<file path="config.mk">
export PLATFORM = sky130hd
export DESIGN_NAME = dcache_fill_ctrl
export DESIGN_NICKNAME = d
export VERILOG_FILES = /design/src/rtl/dcache_fill_ctrl.sv
export SDC_FILE = /design/constraint.sdc
export NUM_CORES = 1
export LEC_CHECK = 0
export CAP_MARGIN = 15
export CORE_AREA = 3 3 453 455
export DETAILED_ROUTE_END_ITERATION = 16
export DIE_AREA = 0 0 456 458
export PLACE_DENSITY = 0.41
export SLEW_MARGIN = 15
export SYNTH_ARGS = -nofsm -noshare
export SYNTH_HDL_FRONTEND = slang
export SYNTH_SLANG_ARGS = --single-unit
export TNS_END_PERCENT = 30
</file>
<file path="constraint.sdc">
create_clock -name clk -period 44.3 [get_ports clk]
set_clock_uncertainty 0.15 [all_clocks]
set_input_delay 8.86 -clock clk [delete_from_list [all_inputs] [get_ports clk]]
set_output_delay 8.86 -clock clk [all_outputs]
set_load 0.01 [all_outputs]
</file>
<file path="src/rtl/dcache_fill_ctrl.sv">
// Write-port controller for the dcache SRAM: shares one registered write port
// between core stores (one row per request) and a line-fill engine (one beat per word).
module dcache_fill_ctrl #(
    parameter int WIDTH        = 512,
    parameter int LOG_NUM_ROWS = 9,
    parameter int WORD_SIZE    = 64,
    parameter int STARVE_LIMIT = 4
) (
    input  logic                          clk,
    input  logic                          reset,
    input  logic                          fill_req_valid,
    output logic                          fill_req_ready,
    input  logic [LOG_NUM_ROWS-1:0]       fill_req_row,
    input  logic                          beat_valid,
    output logic                          beat_ready,
    input  logic [WORD_SIZE-1:0]          beat_data,
    output logic                          fill_done,
    output logic [LOG_NUM_ROWS-1:0]       fill_done_row,
    input  logic                          st_valid,
    output logic                          st_ready,
    input  logic [LOG_NUM_ROWS-1:0]       st_row,
    input  logic [WIDTH-1:0]              st_data,
    input  logic [WIDTH/WORD_SIZE-1:0]    st_we,
    output logic [LOG_NUM_ROWS-1:0]       sram_writeAddr,
    output logic [WIDTH-1:0]              sram_writeData,
    output logic [WIDTH/WORD_SIZE-1:0]    sram_writeEnable
);

    localparam int NWORDS   = WIDTH / WORD_SIZE;
    localparam int CNT_W    = (NWORDS > 1) ? $clog2(NWORDS) : 1;
    localparam int STARVE_W = $clog2(STARVE_LIMIT + 1);

    typedef enum logic [1:0] {
        S_IDLE = 2'd0,
        S_FILL = 2'd1,
        S_DONE = 2'd2
    } state_e;

    state_e                  state_q, state_d;
    logic [LOG_NUM_ROWS-1:0] fill_row_q, fill_row_d;
    logic [CNT_W-1:0]        beat_cnt_q, beat_cnt_d;
    logic [STARVE_W-1:0]     starve_cnt_q, starve_cnt_d;
    logic                    fill_done_q, fill_done_d;
    logic [LOG_NUM_ROWS-1:0] fill_done_row_q, fill_done_row_d;
    logic [LOG_NUM_ROWS-1:0] wr_addr_q, wr_addr_d;
    logic [WIDTH-1:0]        wr_data_q, wr_data_d;
    logic [NWORDS-1:0]       wr_en_q, wr_en_d;

    logic row_hit;
    logic starved;
    logic store_wins;
    logic st_hs;
    logic beat_hs;

    always_ff @(posedge clk or posedge reset) begin
        if (reset) begin
            state_q         <= S_IDLE;
            fill_row_q      <= '0;
            beat_cnt_q      <= '0;
            starve_cnt_q    <= '0;
            fill_done_q     <= 1'b0;
            fill_done_row_q <= '0;
            wr_addr_q       <= '0;
            wr_data_q       <= '0;
            wr_en_q         <= '0;
        end else begin
            state_q         <= state_d;
            fill_row_q      <= fill_row_d;
            beat_cnt_q      <= beat_cnt_d;
            starve_cnt_q    <= starve_cnt_d;
            fill_done_q     <= fill_done_d;
            fill_done_row_q <= fill_done_row_d;
            wr_addr_q       <= wr_addr_d;
            wr_data_q       <= wr_data_d;
            wr_en_q         <= wr_en_d;
        end
    end

    always_comb begin
        state_d         = state_q;
        fill_row_d      = fill_row_q;
        beat_cnt_d      = beat_cnt_q;
        starve_cnt_d    = starve_cnt_q;
        fill_done_d     = 1'b0;
        fill_done_row_d = fill_done_row_q;
        wr_addr_d       = wr_addr_q;
        wr_data_d       = wr_data_q;
        wr_en_d         = '0;
        fill_req_ready  = 1'b0;
        beat_ready      = 1'b0;
        st_ready        = 1'b1;

        // A store to the row being filled would be clobbered by later beats.
        row_hit    = (st_row == fill_row_q);
        starved    = (starve_cnt_q >= STARVE_W'(STARVE_LIMIT));
        store_wins = beat_valid && st_valid && !row_hit && !starved;

        case (state_q)
            S_IDLE: begin
                fill_req_ready = 1'b1;
                if (fill_req_valid) begin
                    state_d      = S_FILL;
                    fill_row_d   = fill_req_row;
                    beat_cnt_d   = '0;
                    starve_cnt_d = '0;
                end
            end
            S_FILL: begin
                st_ready   = !row_hit && !(beat_valid && starved);
                beat_ready = !store_wins;
                if (beat_valid && beat_ready) begin
                    beat_cnt_d   = beat_cnt_q + CNT_W'(1);
                    starve_cnt_d = '0;
                    if (beat_cnt_q == CNT_W'(NWORDS - 1)) begin
                        state_d = S_DONE;
                    end
                end else if (store_wins) begin
                    starve_cnt_d = starve_cnt_q + STARVE_W'(1);
                end
            end
            S_DONE: begin
                state_d         = S_IDLE;
                fill_done_d     = 1'b1;
                fill_done_row_d = fill_row_q;
            end
            default: begin
                state_d = S_IDLE;
            end
        endcase

        // Arbitration above guarantees at most one of these per cycle.
        st_hs   = st_valid && st_ready;
        beat_hs = beat_valid && beat_ready;
        if (st_hs) begin
            wr_addr_d = st_row;
            wr_data_d = st_data;
            wr_en_d   = st_we;
        end else if (beat_hs) begin
            wr_addr_d = fill_row_q;
            wr_data_d = {NWORDS{beat_data}};
            wr_en_d   = NWORDS'(1) << beat_cnt_q;
        end
    end

    // fill_done follows the DONE cycle, so it rises once the last beat is committed.
    assign fill_done        = fill_done_q;
    assign fill_done_row    = fill_done_row_q;
    assign sram_writeAddr   = wr_addr_q;
    assign sram_writeData   = wr_data_q;
    assign sram_writeEnable = wr_en_q;

endmodule

</file>
==> impl_metrics.yaml, run 1 <==
status:
  run_status: "finished clean"
yosys:
  synth-simple-area-share_pct: 0.727
  synth_top_family_by_area: "compound AO/OA/AOI/OAI gates"
  yosysWarnings: 0
  post-synth-top-count-cell: "sky130_fd_sc_hd__dfrtp_1"
  synth-xor-area-share_pct: 0.320
  fraction_of_synthesized_area_in_multiplexers_pct: 0.864
  synth_top_cells_by_count: "sky130_fd_sc_hd__dfrtp_1 (556), sky130_fd_sc_hd__a31oi_1 (523), sky130_fd_sc_hd__a2bb2oi_1 (521)"
  postSynth.asyncResetShare_pct: 100
  share_of_synthesized_cell_area_in_full_adder_half_adder_and_majority_cells_pct: 0.407
  yosysTopAreaCell: "sky130_fd_sc_hd__dfrtp_1"
  post_synth.cell_area_avg_um2: 12.2
  number_of_enable_flip_flop_cells_after_synthesis: 0
  netlist_top_cells_area: "sky130_fd_sc_hd__dfrtp_1 (57%), sky130_fd_sc_hd__a2bb2oi_1 (19%), sky130_fd_sc_hd__a31oi_1 (13%)"
  synth_compound_area_share_pct: 35.3
  synth.cell_area_um2: 24600
  synth_flop_cell: "sky130_fd_sc_hd__dfrtp_1"
  synth-seq-area-share_pct: 56.5
  postSynthCellCount: 2026
  synth_fp_nets: 2641
  yosys.cell_types.count: 41
  post-synth-top-area-fraction_pct: 56.5
  ys_seq_elements: 556
global_route:
  wire_length_of_the_first_global_routing_pass_um: 244000
  groute.usage.overall_pct: 17.0
  number_of_global_route_vias_before_repair: 25000
  grt_antenna_before_repair: 88
  pin_count_of_the_biggest_net_entering_global_routing: 172
  grt_overflow_total: 0
sta:
  layout_worst_path_cycle_share_pct: 45.6
  rsz_0062_raised_after_global_routing: "false"
  number_of_hold_slack_violations_in_the_final_timing_report: 0
  setup_violations: 0
  timing.setup.tns_ns: 0
  timing.fmax_mhz: 49.5
  finalMaxSlewViolations: 0
  worst_pin_slew_ns: 1.39
  minimum_period_implied_by_the_final_worst_setup_slack_ns: 20.20
  maxSlewHeadroom_pct: 7.08
clock_tree:
  post_cts_hold_buffer_count: 0
  clock-root-buffer: "sky130_fd_sc_hd__clkbuf_16"
  cts_max_level: 3
  post-cts-setup-buffer-count: 0
  clk_latency_ns: 0.70
  cts.reportedPaths.clkPinSlew_ns: 0.05
  tritoncts_clock_tree: "yes"
  cts_made_buffers: 81
  cts.path.max_buffers: 3
  clock_sink_count: 556
  post_cts_resize_count: 0
worst_hold_path:
  timing.hold.worst_path_depth: 1
  worstHoldPathType: "flop to flop"
  holdPathEnd: "fill_done_row[3]"
  timing.hold.worst.start: "fill_done_row[3]"
floorplan:
  core_area_um2: 202000
  floorplan.die.width_um: 456
  die-area_um2: 209000
  ioPinCount: 1149
  initial_utilization_pct: 12.2
  core.rowCount: 165
  fp.dieH_um: 458
worst_setup_path:
  cp_data_arrival_time_ns: 11.19
  critical-path-top-cell-by-count: "sky130_fd_sc_hd__clkdlybuf4s50_1"
  crit-reg2reg-capture: "sram_writeData[353]"
  worstSetupPathType: "input port to output port"
  required_ns: 35.29
  crit_chain: "clkdlybuf4s50_1 -> xor2_1 -> nor3_1 -> nand3_1 -> a31oi_1 -> clkdlybuf4s50_1"
  r2r_cells: 8
  cp_slowest_cell: "sky130_fd_sc_hd__clkdlybuf4s50_1"
  critical_path.top_delay_family: "buffers and inverters"
  cp_max_fo: 7
  crit_path_end_kind: "output port"
  r2r_slack_ns: 38.83
  worstPathBufferInverterCount: 2
  reg2reg_from: "state_q[1]"
  worstSetupStartpointType: "input port"
  worst_path_largest_cell_delay_ns: 0.63
drt:
  num_vias: 25000
  first_iter_violations: 2264
  drcViolationCount: 0
  detail_route.first_pass.iterations: 5
  wire_per_inst_um: 31.9
  totalWireLength_um: 185000
  routed_via_density: 4.30
  antenna_violating_nets_post_route: 0
power_and_ir_drop:
  peakVddDrop_mv: 0.0258
  power.clock.fraction_pct: 32.3
  switching_share_pct: 35.7
  p_switching_uw: 752
  p_leak_uw: 0.0155
  combPwrFrac_pct: 34.4
  power_frac_seq_pct: 33.3
  cell_int_power_uw: 1350
  powerDensity_nw_per_um2: 51.1
  report.power.total_uw: 2110
final_layout:
  fillerInstances: 22100
  regArea_um2: 13900
  multi_input_comb_area_um2: 9290
  layout-drive-gt1-share_pct: 8.20
  final_util_pct: 20.5
  p_r_area_growth_vs_syn_pct: 67.5
  nNetsFinal: 3663
placement:
  gp_routability_congestion: 0.874
  hpwlAfterDp_um: 136000
  place.port_buffers: 1148
run:
  reported_max_cap_violation_count: 0
## power groups by stage
stage	Sequential (uW)	Combinational (uW)	Clock [uW]
3_5_place_dp	708	732	0
5_1_grt	714	760	728
4_1_cts	701	735	710
2_1_floorplan	736	242	0
6_report	700	725	681
3_3_place_gp	705	733	0
## cell families after synthesis
family | after synthesis
AOI/OAI and AO/OA | 1141
xor gates and xnor gates | 9
adders and majority gates | 8
buffers and inverters | 259
DFF | 556
muxes | 19
and+or+nand+nor | 34
## registers in the layout, summed over array words and instances (netlist names)
register,count
sram_writeAddr,9
sram_writeEnable,8
sram_writeData,512
fill_row_q,9
beat_cnt_q,3
fill_done,1
starve_cnt_q,3
fill_done_row,9
state_q,2
## worst max-delay path by stage
| stage | endpoint | cells past startpoint | startpoint | slack (ns) |
|---|---|---|---|---|
| 2_1_floorplan | beat_cnt_q[0] | 1 | reset | 19.74 |
| 3_3_place_gp | beat_ready | 6 | st_row[2] | 24.04 |
| 3_5_place_dp | beat_ready | 6 | st_row[2] | 24.12 |
| 4_1_cts | beat_ready | 6 | st_row[2] | 24.10 |
| 5_1_grt | beat_ready | 6 | st_row[2] | 23.93 |
| 6_report | beat_ready | 6 | st_row[2] | 24.10 |
## cell type report
type | count | area share (%)
inverter | 8 | 0.0910
timing repair buffer | 1190 | 28.8
clock buffer | 116 | 5.67
sequential | 556 | 33.7
antenna | 35 | 0.212
tap | 2672 | 8.10
multi-input combinational | 1211 | 22.5
clock inverter | 29 | 0.880
## stage by stage
stage | setup slack [ns] | cells | hold WS [ns] | instance area (um2)
global route | 23.93 | 5804 | 0.381 | 41200
global placement | 24.04 | 5636 | 0.339 | 38400
detailed placement | 24.12 | 5637 | 0.343 | 38500
CTS | 24.10 | 5782 | 0.363 | 41200
floorplan | 19.74 | 2026 | 0.324 | 24600
finish | 24.10 | 5817 | 0.358 | 41300
## layer usage
layer | share of wire [%] | vias up | wire length, um | global-route usage [%]
li1 | - | 10300 | - | -
met1 | 40 | 13100 | 74100 | 20.6
met2 | 48 | 1256 | 89700 | 27.5
met3 | 8.3 | 279 | 15400 | 5.65
met4 | 3.1 | 52 | 5700 | 6.83
met5 | 0.18 | - | 329 | 0
## cells in the final DEF, fill, tap and decap left out, types with 3 or more instances in the layout
cell | Yosys | layout
sky130_fd_sc_hd__clkinvlp_4 | 0 | 6
sky130_fd_sc_hd__dfrtp_1 | 556 | 556
sky130_fd_sc_hd__a32o_1 | 3 | 3
sky130_fd_sc_hd__clkbuf_8 | 0 | 16
sky130_fd_sc_hd__clkbuf_16 | 0 | 82
sky130_fd_sc_hd__a22o_1 | 5 | 5
sky130_fd_sc_hd__o21ai_1 | 4 | 4
sky130_fd_sc_hd__a31oi_1 | 523 | 523
sky130_fd_sc_hd__clkinv_2 | 0 | 10
sky130_fd_sc_hd__xor2_1 | 5 | 5
sky130_fd_sc_hd__mux2_2 | 18 | 18
sky130_fd_sc_hd__nand2_1 | 10 | 9
sky130_fd_sc_hd__o21ai_0 | 12 | 12
sky130_fd_sc_hd__a21oi_1 | 4 | 4
sky130_fd_sc_hd__a2bb2oi_1 | 521 | 521
sky130_fd_sc_hd__xnor2_1 | 4 | 4
sky130_fd_sc_hd__inv_6 | 0 | 3
sky130_fd_sc_hd__nand2b_1 | 3 | 3
sky130_fd_sc_hd__clkdlybuf4s50_1 | 0 | 1148
sky130_fd_sc_hd__nor2_1 | 6 | 5
sky130_fd_sc_hd__diode_2 | 0 | 35
sky130_fd_sc_hd__o21ai_2 | 51 | 49
sky130_fd_sc_hd__o21ai_4 | 10 | 12
sky130_fd_sc_hd__buf_4 | 5 | 36
sky130_fd_sc_hd__inv_1 | 8 | 7
sky130_fd_sc_hd__buf_12 | 0 | 5
sky130_fd_sc_hd__ha_1 | 8 | 8
sky130_fd_sc_hd__bufinv_16 | 0 | 4
sky130_fd_sc_hd__clkbuf_1 | 128 | 18
Power figures use the tool's default switching activity.
==> run 2, diff against run 1 <==
--- a/config.mk
+++ b/config.mk
@@ -6,10 +6,10 @@
 export NUM_CORES = 1
 export LEC_CHECK = 0
 export CAP_MARGIN = 15
-export CORE_AREA = 3 3 453 455
+export CORE_AREA = 3 3 442 444
 export DETAILED_ROUTE_END_ITERATION = 16
-export DIE_AREA = 0 0 456 458
-export PLACE_DENSITY = 0.41
+export DIE_AREA = 0 0 445 447
+export PLACE_DENSITY = 0.42
 export SLEW_MARGIN = 15
 export SYNTH_ARGS = -nofsm -noshare
 export SYNTH_HDL_FRONTEND = slang
==> constraint.sdc (replaced) <==
create_clock -name clk -period 20.9 [get_ports clk]
set_clock_uncertainty 0.15 [all_clocks]
set_input_delay 4.18 -clock clk [delete_from_list [all_inputs] [get_ports clk]]
set_output_delay 4.18 -clock clk [all_outputs]
set_load 0.01 [all_outputs]
==> run 2 against run 1 <==
Against the previous run: clock power increased by 100%; sequential cell count is the same; critical path depth is the same; die area fell by 4.8%; largest power group unchanged; core utilization increased by 0.84 points; non-clock buffer count down 1.
==> impl_metrics.yaml, run 2 (same netlist as run 1, synthesis figures left out) <==
status:
  run_status: "finished clean"
floorplan:
  initial_utilization_pct: 12.8
  floorplan.die.width_um: 445
  core.rowCount: 161
  fp.dieH_um: 447
  die-area_um2: 199000
  core_area_um2: 192000
  ioPinCount: 1149
sta:
  setup_violations: 0
  finalMaxSlewViolations: 0
  number_of_hold_slack_violations_in_the_final_timing_report: 0
  rsz_0062_raised_after_global_routing: "false"
  timing.fmax_mhz: 92.7
  timing.setup.tns_ns: 0
  worst_pin_slew_ns: 1.22
  layout_worst_path_cycle_share_pct: 51.6
  maxSlewHeadroom_pct: 18.2
  minimum_period_implied_by_the_final_worst_setup_slack_ns: 10.78
worst_setup_path:
  required_ns: 16.57
  crit_path_end_kind: "output port"
  crit_chain: "clkdlybuf4s50_1 -> xor2_1 -> nor3_1 -> nand3_1 -> a31oi_1 -> clkdlybuf4s50_1"
  timing.critical_path.depth: 6
  r2r_slack_ns: 15.80
  reg2reg_from: "fill_row_q[2]"
  critical-path-top-cell-by-count: "sky130_fd_sc_hd__clkdlybuf4s50_1"
  critical_path.top_delay_family: "buffers and inverters"
  cp_data_arrival_time_ns: 6.45
  worstPathBufferInverterCount: 2
  crit_path_end: "beat_ready"
  cp_slowest_cell: "sky130_fd_sc_hd__clkdlybuf4s50_1"
  cp_max_fo: 7
  crit_path_start: "st_row[2]"
  worstSetupPathType: "input port to output port"
  crit-reg2reg-capture: "sram_writeData[419]"
  worst_path_largest_cell_delay_ns: 0.63
  r2r_cells: 8
  worstSetupStartpointType: "input port"
drt:
  first_iter_violations: 2203
  wire_per_inst_um: 30.7
  drcViolationCount: 0
  antenna_violating_nets_post_route: 0
  detail_route.first_pass.iterations: 5
  num_vias: 24700
  routed_via_density: 4.38
  totalWireLength_um: 173000
final_layout:
  multi_input_comb_area_um2: 9290
  nNetsFinal: 3656
  regArea_um2: 13900
  p_r_area_growth_vs_syn_pct: 66.0
  final_util_pct: 21.3
  commonest_cells_after_routing_fill_and_taps_aside: "sky130_fd_sc_hd__clkdlybuf4s50_1 (1,148), sky130_fd_sc_hd__dfrtp_1 (556), sky130_fd_sc_hd__a31oi_1 (523), sky130_fd_sc_hd__a2bb2oi_1 (521), sky130_fd_sc_hd__clkbuf_16 (78)"
  mostFrequentLayoutCell: "sky130_fd_sc_hd__clkdlybuf4s50_1"
  largest_register_ff_count: 512
  layout-drive-gt1-share_pct: 7.69
  fillerInstances: 20900
placement:
  hpwlAfterDp_um: 129000
  gp_routability_congestion: 0.877
  place.port_buffers: 1148
global_route:
  groute.usage.overall_pct: 16.5
  pin_count_of_the_biggest_net_entering_global_routing: 178
  grt_overflow_total: 0
  number_of_global_route_vias_before_repair: 24700
  wire_length_of_the_first_global_routing_pass_um: 228000
  grt_antenna_before_repair: 78
clock_tree:
  cts_made_buffers: 75
  post_cts_resize_count: 0
  clock_sink_count: 556
  clk_latency_ns: 0.67
  tritoncts_clock_tree: "yes"
  post_cts_hold_buffer_count: 0
  post-cts-setup-buffer-count: 0
  cts.path.max_buffers: 3
  cts.reportedPaths.clkPinSlew_ns: 0.06
  clock-root-buffer: "sky130_fd_sc_hd__clkbuf_16"
  cts_max_level: 3
power_and_ir_drop:
  power.clock.fraction_pct: 31.4
  switching_share_pct: 34.5
  power_frac_seq_pct: 34.0
  combPwrFrac_pct: 34.5
  powerDensity_nw_per_um2: 107
  cell_int_power_uw: 2860
  peakVddDrop_mv: 0.0518
  p_switching_uw: 1510
  p_leak_uw: 0.0154
worst_hold_path:
  worstHoldPathType: "flop to flop"
run:
  reported_max_cap_violation_count: 0
run 2: cell types whose count changed in the layout (fill, tap and decap cells not counted), moves of 2 or more:
cell,before,now
sky130_fd_sc_hd__diode_2,35,25
sky130_fd_sc_hd__clkinv_2,10,3
sky130_fd_sc_hd__clkinvlp_4,6,1
sky130_fd_sc_hd__clkbuf_16,82,78
sky130_fd_sc_hd__clkbuf_1,18,21
sky130_fd_sc_hd__clkbuf_8,16,19
sky130_fd_sc_hd__bufinv_16,4,6
sky130_fd_sc_hd__clkinv_16,2,0
sky130_fd_sc_hd__inv_6,3,1
run 2: worst min-delay path by stage:
stage	slack, ns	cells after the start	end	startpoint
2_1_floorplan	0.32	2	starve_cnt_q[0]	starve_cnt_q[0]
3_3_place_gp	0.34	1	fill_done_row[4]	fill_done_row[4]
3_5_place_dp	0.34	1	fill_done_row[7]	fill_done_row[7]
4_1_cts	0.36	1	fill_done_row[1]	fill_done_row[1]
5_1_grt	0.38	1	fill_done_row[6]	fill_done_row[6]
6_report	0.36	1	fill_done_row[4]	fill_done_row[4]
run 2: area by class of cell:
cell class,instances,area share (%)
Inverter,8,0.0918
Timing Repair Buffer,1189,29.0
Tap cell,2526,7.73
Sequential cell,556,34.0
Multi-Input combinational cell,1211,22.7
Antenna cell,25,0.153
Clock buffer,118,5.61
Clock inverter,14,0.637
run 2: stage by stage:
| step | hold slack (ns) | cells | worst slack (ns) | instance area, um2 | total power, uW |
|---|---|---|---|---|---|
| 3_3_place_gp | 0.342 | 5490 | 10.02 | 38300 | 3020 |
| 2_1_floorplan | 0.324 | 2026 | 1.02 | 24600 | 2070 |
| 4_1_cts | 0.362 | 5622 | 10.15 | 40800 | 4440 |
| 3_5_place_dp | 0.343 | 5490 | 10.18 | 38300 | 3020 |
| 6_report | 0.358 | 5647 | 10.12 | 40900 | 4370 |
| 5_1_grt | 0.384 | 5632 | 9.97 | 40800 | 4560 |
run 2: metal layers:
| layer | up-vias | track usage (%) | wire (um) |
|---|---|---|---|
| li1 | 10300 | - | - |
| met1 | 13000 | 20.3 | 69100 |
| met2 | 1202 | 26.5 | 82700 |
| met3 | 233 | 5.80 | 15700 |
| met4 | 42 | 5.88 | 5640 |
| met5 | - | 0 | 227 |
run 2: power groups by stage:
stage | clock network [uW] | logic, uW | registers [uW]
4_1_cts | 1430 | 1530 | 1490
3_5_place_dp | 0 | 1520 | 1500
6_report | 1370 | 1510 | 1490
5_1_grt | 1460 | 1590 | 1510
2_1_floorplan | 0 | 512 | 1560
3_3_place_gp | 0 | 1520 | 1500
run 2: worst register-to-register path, cell delays in order, from the launching register on:
cell                        delay (ns)
sky130_fd_sc_hd__dfrtp_1          0.52
sky130_fd_sc_hd__xor2_1           0.23
sky130_fd_sc_hd__nor3_1           0.29
sky130_fd_sc_hd__nand3_1          0.31
sky130_fd_sc_hd__o21ai_4          0.68
sky130_fd_sc_hd__buf_4            0.75
sky130_fd_sc_hd__buf_4            0.78
sky130_fd_sc_hd__buf_4            1.01
sky130_fd_sc_hd__a2bb2oi_1        0.30
==> run 3, diff against run 2 <==
==> constraint.sdc (replaced) <==
create_clock -name clk -period 10.5 [get_ports clk]
set_clock_uncertainty 0.15 [all_clocks]
set_input_delay 2.1 -clock clk [delete_from_list [all_inputs] [get_ports clk]]
set_output_delay 2.1 -clock clk [all_outputs]
set_load 0.01 [all_outputs]
==> run 3 against run 2 <==
Against the previous run: first-iteration DRC count shrank 5.5%; worst hold slack gained 0.0012 ns; critical path depth is the same; die area is the same.
==> impl_metrics.yaml, run 3 (same netlist as run 1, synthesis figures left out) <==
placement:
  hpwlAfterDp_um: 127000
  dpl_worst_slack_ns: 4.01
  placedInstanceArea_um2: 38300
  gp_routability_congestion: 0.863
  numPlacedInstances: 5484
  place.port_buffers: 1148
power_and_ir_drop:
  peakVddDrop_mv: 0.104
  powerDensity_nw_per_um2: 213
  p_leak_uw: 0.0155
floorplan:
  initial_utilization_pct: 12.8
  core_area_um2: 192000
  die-area_um2: 199000
  ioPinCount: 1149
  floorplan.die.width_um: 445
  core.rowCount: 161
  fp.dieH_um: 447
worst_setup_path:
  worstSetupStartpointType: "input port"
  timing.critical_path.depth: 6
  worstSetupPathType: "input port to output port"
  reg2reg_from: "state_q[1]"
  required_ns: 8.25
  crit_path_end: "beat_ready"
  worst_path_largest_cell_delay_ns: 0.61
  cp_data_arrival_time_ns: 4.26
  cp_slowest_cell: "sky130_fd_sc_hd__clkdlybuf4s50_1"
  crit_path_start: "st_row[2]"
  crit_path_end_kind: "output port"
  worstPathBufferInverterCount: 2
  crit_chain: "clkdlybuf4s50_1 -> xor2_1 -> nor3_1 -> nand3_1 -> a31oi_1 -> clkdlybuf4s50_1"
  r2r_cells: 7
  critical-path-top-cell-by-count: "sky130_fd_sc_hd__clkdlybuf4s50_1"
  critical_path.top_delay_family: "buffers and inverters"
  crit-reg2reg-capture: "sram_writeData[32]"
  cp_max_fo: 7
  r2r_slack_ns: 6.47
sta:
  timing.setup.tns_ns: 0
  worst_pin_slew_ns: 1.28
  final.setup.worst_slack_ns: 3.99
  timing.fmax_mhz: 154
  layout_worst_path_cycle_share_pct: 62.0
  finalMaxSlewViolations: 0
  number_of_hold_slack_violations_in_the_final_timing_report: 0
  maxSlewHeadroom_pct: 13.9
  setup_violations: 0
  minimum_period_implied_by_the_final_worst_setup_slack_ns: 6.51
  rsz_0062_raised_after_global_routing: "false"
clock_tree:
  post_cts_resize_count: 0
  clock_sink_count: 556
  cts.path.max_buffers: 3
  cts_max_level: 3
  post_cts_hold_buffer_count: 0
  post-cts-setup-buffer-count: 0
  clock-root-buffer: "sky130_fd_sc_hd__clkbuf_16"
  cts.reportedPaths.clkPinSlew_ns: 0.05
  tritoncts_clock_tree: "yes"
  clk_latency_ns: 0.68
  cts_made_buffers: 79
global_route:
  number_of_global_route_vias_before_repair: 24700
  grt_overflow_total: 0
  groute.usage.overall_pct: 16.6
  pin_count_of_the_biggest_net_entering_global_routing: 200
  wire_length_of_the_first_global_routing_pass_um: 230000
  grt_antenna_before_repair: 74
final_layout:
  fin_cells: 5659
  layout-drive-gt1-share_pct: 7.84
  p_r_area_growth_vs_syn_pct: 66.7
  nNetsFinal: 3654
  largest_register_ff_count: 512
  mostFrequentLayoutCell: "sky130_fd_sc_hd__clkdlybuf4s50_1"
  commonest_cells_after_routing_fill_and_taps_aside: "sky130_fd_sc_hd__clkdlybuf4s50_1 (1,148), sky130_fd_sc_hd__dfrtp_1 (556), sky130_fd_sc_hd__a31oi_1 (523), sky130_fd_sc_hd__a2bb2oi_1 (521), sky130_fd_sc_hd__clkbuf_16 (79)"
  finish.instance_area_um2: 41000
drt:
  num_vias: 24800
  antenna_violating_nets_post_route: 0
  totalWireLength_um: 174000
  wire_per_inst_um: 30.7
  detail_route.first_pass.iterations: 5
  drcViolationCount: 0
  routed_via_density: 4.38
  first_iter_violations: 2082
status:
  run_status: "finished clean"
run:
  reported_max_cap_violation_count: 0
worst_hold_path:
  worstHoldPathType: "flop to flop"
[run 3: changes by cell type in the layout (fill, tap and decap cells not counted), sizes merged]
cell | previous run | this run
clkinv | 6 | 16
diode | 25 | 34
buf | 41 | 35
clkinvlp | 1 | 5
bufinv | 6 | 3
clkbuf | 118 | 116
[run 3: final cells by class]
type | count | area (um2)
clock inverters | 25 | 338
clock buffers | 116 | 2300
fillers | 20800 | 151000
well taps | 2526 | 3160
repair buffers | 1183 | 11900
multi-input cells | 1211 | 9290
diodes | 34 | 85.1
flip-flops and latches | 556 | 13900
inverters | 8 | 33.8
[run 3: worst min-delay path by stage]
stage,startpoint,end,slack (ns),depth (start not counted)
finish,fill_done_row[5],fill_done_row[5],0.36,1
global route,fill_done_row[6],fill_done_row[6],0.37,1
global placement,fill_done_row[6],fill_done_row[6],0.34,1
CTS,fill_done_row[0],fill_done_row[0],0.36,1
detailed placement,fill_done_row[7],fill_done_row[7],0.34,1
floorplan,starve_cnt_q[0],starve_cnt_q[0],0.32,2
[run 3: routing by layer]
layer	global-route usage, %	share of wire, %	vias to the layer above
met3	5.79	8.9	267
met5	0	0.18	-
met4	5.96	3.3	50
met2	26.9	48	1210
met1	20.4	40	12900
li1	-	-	10300
[run 3: report_power, final]
group	switching, uW	internal, uW	leakage [uW]	total, uW
registers	345	2610	0.00634	2960
clock network	1180	1600	0.00127	2790
logic	1560	1440	0.00785	3000
total	3090	5660	0.0155	8750
[run 3: through the flow]
step | total power [uW] | utilization (%) | hold WS [ns]
detailed placement | 6020 | 20.0 | 0.343
CTS | 8910 | 21.3 | 0.363
global route | 9150 | 21.4 | 0.371
finish | 8750 | 21.4 | 0.359
floorplan | 4120 | - | 0.324
global placement | 6020 | 20.0 | 0.341
